--- src/rtl/instr_stream_encoder.sv ---
// Packs per-field instruction bundles into 32-bit R/I/JI/JII words and streams them into imem.
// Optional macro OPCODE_CHECK_EN enables per-kind opcode legality filtering (kind_err_o).
`timescale 1ns/1ps

module instr_stream_encoder #(
  parameter int unsigned ADDR_WIDTH = 12,
  parameter int unsigned FIFO_DEPTH = 4
) (
  input  logic                  clock_i,
  input  logic                  reset_i,
  input  logic                  load_start_i,
  input  logic [ADDR_WIDTH-1:0] start_addr_i,
  input  logic                  in_valid_i,
  output logic                  in_ready_o,
  input  logic                  in_last_i,
  input  logic [1:0]            in_kind_i,
  input  logic [4:0]            in_opcode_i,
  input  logic [4:0]            in_rd_i,
  input  logic [4:0]            in_rs_i,
  input  logic [4:0]            in_rt_i,
  input  logic [4:0]            in_shamt_i,
  input  logic [4:0]            in_aluop_i,
  input  logic [16:0]           in_imm_i,
  input  logic [26:0]           in_target_i,
  output logic [ADDR_WIDTH-1:0] imem_addr_o,
  output logic [31:0]           imem_data_o,
  output logic                  imem_wren_o,
  output logic                  busy_o,
  output logic                  done_o,
  output logic [ADDR_WIDTH:0]   count_o,
  output logic                  wrap_err_o,
  output logic                  kind_err_o
);

  localparam int unsigned PtrW = (FIFO_DEPTH > 1) ? $clog2(FIFO_DEPTH) : 1;
  localparam int unsigned EntW = 34;

  localparam logic [1:0] StIdle  = 2'd0;
  localparam logic [1:0] StLoad  = 2'd1;
  localparam logic [1:0] StDrain = 2'd2;

  localparam logic [1:0] KindR   = 2'd0;
  localparam logic [1:0] KindI   = 2'd1;
  localparam logic [1:0] KindJi  = 2'd2;
  localparam logic [1:0] KindJii = 2'd3;

  logic [1:0]            state_q, state_d;
  logic [ADDR_WIDTH-1:0] wptr_q, wptr_d;
  logic [ADDR_WIDTH:0]   count_q, count_d;
  logic                  wrap_err_q, wrap_err_d;
  logic                  kind_err_q, kind_err_d;
  logic [ADDR_WIDTH-1:0] imem_addr_q, imem_addr_d;
  logic [31:0]           imem_data_q, imem_data_d;
  logic                  imem_wren_q, imem_wren_d;
  logic                  done_q, done_d;

  logic [EntW-1:0]       fifo_mem_q [FIFO_DEPTH];
  logic [PtrW-1:0]       fifo_wr_q, fifo_wr_d;
  logic [PtrW-1:0]       fifo_rd_q, fifo_rd_d;
  logic [PtrW:0]         fifo_cnt_q, fifo_cnt_d;
  logic                  fifo_full, fifo_empty;

  logic                  push, pop;
  logic [31:0]           enc_word;
  logic                  op_legal;
  logic [EntW-1:0]       head;
  logic [31:0]           head_word;
  logic                  head_last;
  logic                  head_skip;

  // ---------------------------------------------------------------------------
  // Field packing; fields unused by a format stay zero.
  // ---------------------------------------------------------------------------
  always_comb begin
    enc_word = '0;
    unique case (in_kind_i)
      KindR:   enc_word = {in_opcode_i, in_rd_i, in_rs_i, in_rt_i, in_shamt_i, in_aluop_i, 2'b00};
      KindI:   enc_word = {in_opcode_i, in_rd_i, in_rs_i, in_imm_i};
      KindJi:  enc_word = {in_opcode_i, in_target_i};
      KindJii: enc_word = {in_opcode_i, in_rd_i, 22'd0};
      default: enc_word = '0;
    endcase
  end

`ifdef OPCODE_CHECK_EN
  always_comb begin
    op_legal = 1'b0;
    unique case (in_kind_i)
      KindR:   op_legal = (in_opcode_i == 5'b00000);
      KindI:   op_legal = in_opcode_i inside {5'b00101, 5'b00111, 5'b01000, 5'b00010, 5'b00110};
      KindJi:  op_legal = in_opcode_i inside {5'b00001, 5'b00011, 5'b10110, 5'b10101};
      KindJii: op_legal = (in_opcode_i == 5'b00100);
      default: op_legal = 1'b0;
    endcase
  end
`else
  assign op_legal = 1'b1;
`endif

  // ---------------------------------------------------------------------------
  // Input FIFO: entry = {skip, last, word}. Illegal bundles still travel through
  // the FIFO so that acceptance order and in_last handling stay uniform.
  // ---------------------------------------------------------------------------
  assign fifo_full  = (fifo_cnt_q == FIFO_DEPTH[PtrW:0]);
  assign fifo_empty = (fifo_cnt_q == '0);

  assign in_ready_o = (state_q == StLoad) && !fifo_full;
  assign push       = in_valid_i && in_ready_o;
  assign pop        = !fifo_empty;

  assign head      = fifo_mem_q[fifo_rd_q];
  assign head_word = head[31:0];
  assign head_last = head[32];
  assign head_skip = head[33];

  always_comb begin
    fifo_wr_d  = fifo_wr_q;
    fifo_rd_d  = fifo_rd_q;
    fifo_cnt_d = fifo_cnt_q;
    if (push) begin
      fifo_wr_d = fifo_wr_q + 1'b1;
    end
    if (pop) begin
      fifo_rd_d = fifo_rd_q + 1'b1;
    end
    unique case ({push, pop})
      2'b10:   fifo_cnt_d = fifo_cnt_q + 1'b1;
      2'b01:   fifo_cnt_d = fifo_cnt_q - 1'b1;
      default: fifo_cnt_d = fifo_cnt_q;
    endcase
  end

  always_ff @(posedge clock_i) begin
    if (push) begin
      fifo_mem_q[fifo_wr_q] <= {!op_legal, in_last_i, enc_word};
    end
  end

  // ---------------------------------------------------------------------------
  // Control FSM
  // ---------------------------------------------------------------------------
  always_comb begin
    state_d = state_q;
    unique case (state_q)
      StIdle: begin
        if (load_start_i) begin
          state_d = StLoad;
        end
      end
      StLoad: begin
        if (push && in_last_i) begin
          state_d = StDrain;
        end
      end
      StDrain: begin
        if (pop && head_last) begin
          state_d = StIdle;
        end
      end
      default: state_d = StIdle;
    endcase
  end

  // ---------------------------------------------------------------------------
  // Write port, pointer and status. The popped word is registered onto imem_*.
  // ---------------------------------------------------------------------------
  always_comb begin
    wptr_d      = wptr_q;
    count_d     = count_q;
    wrap_err_d  = wrap_err_q;
    kind_err_d  = kind_err_q;
    imem_addr_d = imem_addr_q;
    imem_data_d = imem_data_q;
    imem_wren_d = 1'b0;
    done_d      = 1'b0;

    if (pop) begin
      if (!head_skip) begin
        imem_wren_d = 1'b1;
        imem_addr_d = wptr_q;
        imem_data_d = head_word;
        wptr_d      = wptr_q + 1'b1;
        if (&wptr_q) begin
          wrap_err_d = 1'b1;
        end
        if (!(&count_q)) begin
          count_d = count_q + 1'b1;
        end
      end else begin
        kind_err_d = 1'b1;
      end
      done_d = head_last;
    end

    if ((state_q == StIdle) && load_start_i) begin
      wptr_d     = start_addr_i;
      count_d    = '0;
      wrap_err_d = 1'b0;
      kind_err_d = 1'b0;
    end
  end

  always_ff @(posedge clock_i) begin
    if (reset_i) begin
      state_q     <= StIdle;
      fifo_wr_q   <= '0;
      fifo_rd_q   <= '0;
      fifo_cnt_q  <= '0;
      wptr_q      <= '0;
      count_q     <= '0;
      wrap_err_q  <= 1'b0;
      kind_err_q  <= 1'b0;
      imem_addr_q <= '0;
      imem_data_q <= '0;
      imem_wren_q <= 1'b0;
      done_q      <= 1'b0;
    end else begin
      state_q     <= state_d;
      fifo_wr_q   <= fifo_wr_d;
      fifo_rd_q   <= fifo_rd_d;
      fifo_cnt_q  <= fifo_cnt_d;
      wptr_q      <= wptr_d;
      count_q     <= count_d;
      wrap_err_q  <= wrap_err_d;
      kind_err_q  <= kind_err_d;
      imem_addr_q <= imem_addr_d;
      imem_data_q <= imem_data_d;
      imem_wren_q <= imem_wren_d;
      done_q      <= done_d;
    end
  end

  // Strobe is gated by reset so a word registered just before reset never lands.
  assign imem_wren_o = imem_wren_q && !reset_i;
  assign imem_addr_o = imem_addr_q;
  assign imem_data_o = imem_data_q;
  assign busy_o      = (state_q != StIdle);
  assign done_o      = done_q;
  assign count_o     = count_q;
  assign wrap_err_o  = wrap_err_q;
`ifdef OPCODE_CHECK_EN
  assign kind_err_o  = kind_err_q;
`else
  assign kind_err_o  = 1'b0;
`endif

endmodule
--- config.mk ---
export PLATFORM = sky130hd
export DESIGN_NAME = instr_stream_encoder
export DESIGN_NICKNAME = d
export VERILOG_FILES = /design/src/rtl/instr_stream_encoder.sv
export SDC_FILE = /design/constraint.sdc
export NUM_CORES = 1
export LEC_CHECK = 0
export BUFFER_PORTS_ARGS = -buffer_cell sky130_fd_sc_hd__buf_2
export CAP_MARGIN = 20
export CORE_AREA = 2 2 110 154
export DETAILED_ROUTE_END_ITERATION = 16
export DIE_AREA = 0 0 112 156
export PLACE_DENSITY = 0.8
export RECOVER_POWER = 50
export REMOVE_ABC_BUFFERS = 1
export SYNTH_ARGS = -nofsm -noshare
export SYNTH_HDL_FRONTEND = slang
export SYNTH_SLANG_ARGS = --single-unit
--- constraint.sdc ---
create_clock -name clock_i -period 3 [get_ports clock_i]
set_input_delay 0.6 -clock clock_i [delete_from_list [all_inputs] [get_ports clock_i]]
set_output_delay 0.6 -clock clock_i [all_outputs]
set_load 0.02 [all_outputs]
==> results of run 1 <==
## power groups by stage
stage          clock (mW)  sequential, mW  combinational (mW)
2_1_floorplan           0            4.13                1.08
3_3_place_gp            0            3.86                2.08
3_5_place_dp            0            3.87                2.11
4_1_cts              2.59            3.81                2.12
5_1_grt              2.71            3.86                2.24
6_report             2.53            3.81                2.02
## cells in the mapped netlist (all sizes together) (2+ instances only)
cell type  instances  share of area, %
nand4              7              0.68
xor2               8              0.81
dfxtp             83                19
and2               6              0.43
o31ai              3              0.26
nand3              6              0.35
mux2               5              0.65
o311ai             2              0.29
o21ai             25               1.4
nor2b              4              0.29
xnor2              7              0.71
buf               21               1.3
a211oi            11               1.1
nor3               7              0.53
o41ai              2              0.29
edfxtp           132                46
a21oi             56               3.2
or3b               2              0.20
inv               15              0.65
nand2            120               5.2
mux4              33               8.6
nand2b             3              0.22
ha                 7               1.0
or4                3              0.26
a22o               2              0.20
nor4b              2              0.35
mux2i             17               2.0
nor3b              2              0.17
a311oi             2              0.20
clkbuf            19              0.82
nor2              29               1.3
or3                6              0.43
## state kept, by name, summed over array words and instances (netlist names), named ones only
name	flops
done_o	1
state_q	2
fifo_rd_q	2
wptr_q	12
fifo_cnt_q	3
imem_wren_q	1
wrap_err_o	1
imem_data_o	32
imem_addr_o	12
fifo_mem_q	132
count_o	13
fifo_wr_q	2
## logic make-up (layout without fill, tap and decap cells)
group | count (synthesis) | in the layout | synth area share, %
compound gates | 107 | 107 | 7.344
xor+xnor | 15 | 15 | 1.518
fa+ha+maj | 8 | 8 | 1.243
buf+inv | 55 | 221 | 2.776
flops | 215 | 215 | 65.00
mux | 55 | 55 | 11.20
other cells | 1 | 2 | 0.04333
simple gates | 201 | 201 | 10.87
## metrics by stage
| step | instance area (um^2) | utilization [%] | setup WS, ns | hold slack [ns] | power, mW |
|---|---|---|---|---|---|
| CTS | 10300 | 63.94 | 0.8100 | 0.3062 | 8.521 |
| global route | 10190 | 63.29 | 0.4198 | 0.3819 | 8.803 |
| floorplan | 8471 | - | -0.1896 | 0.4412 | 5.211 |
| detailed placement | 9633 | 59.82 | 0.6675 | 0.4417 | 5.977 |
| global placement | 9633 | 59.82 | 0.7032 | 0.4378 | 5.937 |
| finish | 10190 | 63.31 | 0.6439 | 0.3707 | 8.359 |
## worst reg2reg max path, cell delays in order (launching register included)
cell	delay, ns
sky130_fd_sc_hd__dfxtp_1	0.44
sky130_fd_sc_hd__nor3_1	0.11
sky130_fd_sc_hd__inv_2	0.15
sky130_fd_sc_hd__clkbuf_2	0.92
sky130_fd_sc_hd__nand4_1	0.23
sky130_fd_sc_hd__xor2_1	0.19
sky130_fd_sc_hd__a211oi_1	0.23
## cell type report
cell class	count	area, um^2
Sequential cell	215	5628
Clock buffer	26	564.3
Clock inverter	10	98.84
Multi-Input combinational cell	387	2778
Fill cell	1257	5908
Tap cell	199	249.0
Inverter	15	56.30
Timing Repair Buffer	170	818.3
Antenna cell	1	2.502
## worst paths after layout
| check | start | to | slack [ns] | cells after the start |
|---|---|---|---|---|
| worst max register to register | fifo_cnt_q[0]$_SDFFE_PP0P_ | wptr_q[4]$_SDFFE_PP0P_ | 0.64 | 6 |
| worst min register to register | imem_addr_o[4]$_SDFFE_PP0N_ | imem_addr_o[4]$_SDFFE_PP0N_ | 0.45 | 2 |
| worst max-delay path | fifo_cnt_q[0]$_SDFFE_PP0P_ | wptr_q[4]$_SDFFE_PP0P_ | 0.64 | 6 |
| worst min-delay path | start_addr_i[0] | wptr_q[0]$_SDFFE_PP0P_ | 0.37 | 3 |
## layer usage
layer / routed length [um] / GRT usage (%) / up-vias
met5: 0 / 0 / -
met4: 311 / 5.807 / 0
met3: 1260 / 3.419 / 29
met2: 9032 / 36.80 / 226
met1: 7024 / 25.55 / 2739
li1: - / - / 2710
==> summary.txt, run 1 <==
internal power consumption - 5.771 mW
number of storage elements in the synthesis netlist - 215
commonest cells after routing, fill and taps aside - sky130_fd_sc_hd__edfxtp_1, sky130_fd_sc_hd__nand2_1, sky130_fd_sc_hd__buf_2
average wire per standard cell - 17.23 um
Cell Area, Synth - 8655 um^2
GRT Overall Usage - 20.43%
type of destination of the critical path - register
worst stage delay on the critical path - 0.92 ns
post-route minimum period - 2.356 ns
Skew-Pair Late Insertion Delay - 0.49 ns
Net Sw Frac - 30.96%
Critical Path RT - 3.40 ns
total buffers and inverters traversed by the critical path - 2
portion of the post-synthesis area used by sequential elements - 65.00%
maximum count of clock buffers along a single path - 3
worst setup path class - register to register
setup repair after global routing missed its margin - false
share of layout cells above drive strength 1 - 22.72%
CORE AREA - 16100 um^2
effective utilization at floorplan - 53.75%
post-detailed-placement half-perimeter wirelength - 11310 um
Post-CTS Resized - 0
commonest register cell after synthesis - sky130_fd_sc_hd__edfxtp_1
cell count after placement - 986
worst supply voltage drop on vdd - 0.5870 mV
die height - 156 um
via total after detailed routing - 5704
final setup violation count - 0
wire length after detailed routing - 17630 um
switching power - 2.588 mW
Root Buffer - sky130_fd_sc_hd__clkbuf_16
largest driver fanout on the critical path - 51
part of the power in combinational logic - 24.2%
antenna violations before repair - 0
proportion of synthesized flip-flops having asynchronous set or reset - 0%
final hold vios - 0
Worst slew margin - 20.66%
final number of max-transition violations - 0
clock tree from TritonCTS - built
Rows - 55
Slowest cell on crit path - sky130_fd_sc_hd__clkbuf_2
number of optimization iterations in the first detailed-route pass - 5
outcome - finished clean
startpoint types - register
post-CTS setup buffer count - 0
number of clock sinks - 215
number of max-cap violations - 0
grt total ovfl - 0
number of H-tree levels - 1
count of mapped cells out of synthesis - 657
Worst Hold Class - input pin to register
highest attainable clock frequency - 424.4 MHz
number of buffers added by the clock tree synthesis step - 20
placer congestion estimate - 0.8179
leakage - 3.630 nW
first-pass GRT wire length - 28580 um
arrival time of the worst setup path - 2.76 ns
final total negative setup slack - 0 ns
number of hold-repair buffers added at the cts stage - 0
# port buffers - 154
clock-pin slew on the worst setup and hold paths - 0.07 ns
count of distinct cell types in the synthesized netlist - 52
detailed-route DRC error count - 0
final worst clock skew - 0.01304 ns
transition at the pin with the smallest max-transition slack - 1.190 ns
pin count of the biggest net entering global routing - 55
vias in the first global route - 5575
signed area change from the synthesized netlist to the final layout - 17.80%
number of cells in the finished layout apart from fillers - 1023
number of nets in the final layout - 910
Final ANT Viol Nets - 0
die area - 17470 um^2
die width - 112 um
drt first-iter violations - 528
CP cell instances - nor3_1, inv_2, clkbuf_2, nand4_1, xor2_1, a211oi_1
most common library cell in the layout ignoring fill and taps - sky130_fd_sc_hd__edfxtp_1
I/O pin cnt - 156
routed via count divided by cell count - 5.576
ratio of final minimum period to clock period - 78.54%
Syn. warnings - 0
clock power share - 30.3%
sequential share of power - 45.5%
EDFF count, synth - 132
Post-Syn Area per Cell - 13.17 um^2
Largest delay share family, worst path - buffers and inverters
areal power density over the cells - 819.9 nW/um^2
Power figures use the tool's default switching activity.
==> run 2: changes to the inputs <==
clock period = 2.4 ns   (was 3 ns; I/O delays follow)
==> run 2 against run 1 <==
Core utilization increased by 0.72 points. Clock power up 34%. Sequential share of layout area shrank 0.62 points. Non-clock buffer count grew 4. Global-route usage rose by 0.62 points. Largest power group unchanged. Total power grew 29%. Register-to-register slack got worse by 0.32 ns.
==> summary.txt, run 2 (synthesized netlist as in run 1, its figures left out) <==
leakage - 3.631 nW (about the same)
GRT Overall Usage - 21.05% (+0.62 points)
post-route minimum period - 2.081 ns (-0.2753 ns)
Final ANT Viol Nets - 0 (unchanged)
number of optimization iterations in the first detailed-route pass - 5 (unchanged)
areal power density over the cells - 1043 nW/um^2 (+27%)
vias in the first global route - 5747 (+3.1%)
worst stage delay on the critical path - 0.42 ns (-0.50 ns)
number of buffers added by the clock tree synthesis step - 20 (unchanged)
number of max-cap violations - 0 (unchanged)
final antenna diode count - 0 (-1)
commonest cells after routing, fill and taps aside - sky130_fd_sc_hd__edfxtp_1, sky130_fd_sc_hd__nand2_1, sky130_fd_sc_hd__buf_2
post-CTS setup buffer count - 0 (unchanged)
number of nets in the final layout - 914 (+0.44%)
total chip power - 10.75 mW (+29%)
clock tree from TritonCTS - built
number of cells in the finished layout apart from fillers - 1026 (+0.29%)
Worst slew margin - 10.76% (-9.9 points)
Worst Hold Class - input pin to register
die width - 112 um (unchanged)
ratio of final minimum period to clock period - 86.70% (+8.2 points)
cell count after placement - 990 (+0.41%)
# port buffers - 154 (unchanged)
number of H-tree levels - 1 (unchanged)
outcome - finished clean
antenna violations before repair - 0 (unchanged)
Largest delay share family, worst path - buffers and inverters
worst supply voltage drop on vdd - 0.7102 mV (+21%)
largest driver fanout on the critical path - 25 (-51%)
arrival time of the worst setup path - 2.26 ns (-0.50 ns)
drt first-iter violations - 528 (unchanged)
Most flops, register - fifo_mem_q
startpoint types - register
transition at the pin with the smallest max-transition slack - 1.339 ns (+0.1484 ns)
final number of max-transition violations - 0 (unchanged)
number of clock sinks - 215 (unchanged)
Rows - 55 (unchanged)
highest attainable clock frequency - 480.6 MHz (+13%)
final worst clock skew - 0.01255 ns (-0.0004834 ns)
die height - 156 um (unchanged)
setup repair after global routing missed its margin - false
Root Buffer - sky130_fd_sc_hd__clkbuf_16
average wire per standard cell - 17.74 um (+2.9%)
most common library cell in the layout ignoring fill and taps - sky130_fd_sc_hd__edfxtp_1
CORE AREA - 16100 um^2 (unchanged)
number of fillers in the final layout - 1245 (-0.95%)
die area - 17470 um^2 (unchanged)
wire length after detailed routing - 18200 um (+3.2%)
number of flip-flops in the largest register - 132 (unchanged)
worst hold slack across all endpoints - 0.2391 ns (-0.1316 ns)
routed via count divided by cell count - 5.566 (-0.17%)
total buffers and inverters traversed by the critical path - 2 (unchanged)
clock-pin slew on the worst setup and hold paths - 0.07 ns (about the same)
final setup violation count - 0 (unchanged)
pin count of the biggest net entering global routing - 52 (-5.5%)
Slowest cell on crit path - sky130_fd_sc_hd__dfxtp_1
post-detailed-placement half-perimeter wirelength - 11610 um (+2.7%)
Skew-Pair Late Insertion Delay - 0.49 ns (about the same)
placer congestion estimate - 0.8069 (-1.3%)
worst setup path class - register to register
share of layout cells above drive strength 1 - 22.85% (+0.13 points)
maximum count of clock buffers along a single path - 3 (unchanged)
via total after detailed routing - 5711 (+0.12%)
signed area change from the synthesized netlist to the final layout - 19.14%
number of hold-repair buffers added at the cts stage - 0 (unchanged)
CP cell instances - nor2_1, a211oi_2, clkbuf_1, and2_2, buf_12
effective utilization at floorplan - 53.75% (unchanged)
grt total ovfl - 0 (unchanged)
first-pass GRT wire length - 29120 um (+1.9%)
Post-CTS Resized - 0 (unchanged)
final hold vios - 0 (unchanged)
type of destination of the critical path - register
I/O pin cnt - 156 (unchanged)
detailed-route DRC error count - 0 (unchanged)
Critical Path RT - 2.58 ns (-0.82 ns)
## run 2: report_power, final
part | leakage, nW | internal (mW) | switching (mW)
Combinational | 1.41 | 1.01 | 1.67
Clock | 0.339 | 2.04 | 1.34
Sequential | 1.88 | 4.38 | 0.308
## run 2: worst reg2reg max path: cells and delay by family, from the launching register on
family / cells / cell delay (ns)
flip-flops: 1 / 0.42
AO/OA/AOI/OAI: 1 / 0.24
buffers and inverters: 2 / 0.59
AND/OR/NAND/NOR: 2 / 0.52
## run 2: worst paths after layout
kind                                                  start  cells after the start  slack, ns                          end
worst max-delay path             fifo_cnt_q[0]$_SDFFE_PP0P_                      5       0.32  fifo_mem_q[0][12]$_DFFE_PP_
worst min-delay path                         in_opcode_i[4]                      1       0.24  fifo_mem_q[3][31]$_DFFE_PP_
worst max register to register   fifo_cnt_q[0]$_SDFFE_PP0P_                      5       0.32  fifo_mem_q[0][12]$_DFFE_PP_
worst min register to register  imem_addr_o[9]$_SDFFE_PP0N_                      2       0.45  imem_addr_o[9]$_SDFFE_PP0N_
## run 2: cell type report
cell class	instances	area [um^2]	share of cell area (%)
clock inverter	12	176.4	1.711
multi-input combinational	387	2770	26.87
inverter	15	56.30	0.5461
timing repair buffer	174	894.6	8.676
clock buffer	24	536.8	5.206
sequential	215	5628	54.58
tap	199	249.0	2.415
## run 2: stage by stage
stage	area, um^2	TNS, ns	util [%]	setup WS, ns
2_1_floorplan	8471	-5.773	-	-0.7896
3_3_place_gp	9713	0	60.32	0.3842
3_5_place_dp	9713	0	60.32	0.3499
4_1_cts	10430	0	64.75	0.3945
5_1_grt	10310	0	64.03	0.1867
6_report	10310	0	64.03	0.3192
## run 2: routing by layer
layer / wire (um) / share of wire, % / track usage (%)
met1: 7082 / 39 / 25.80
met2: 9538 / 52 / 38.21
met3: 1146 / 6.3 / 3.030
met4: 432 / 2.4 / 7.259
met5: 0 / 0 / 0
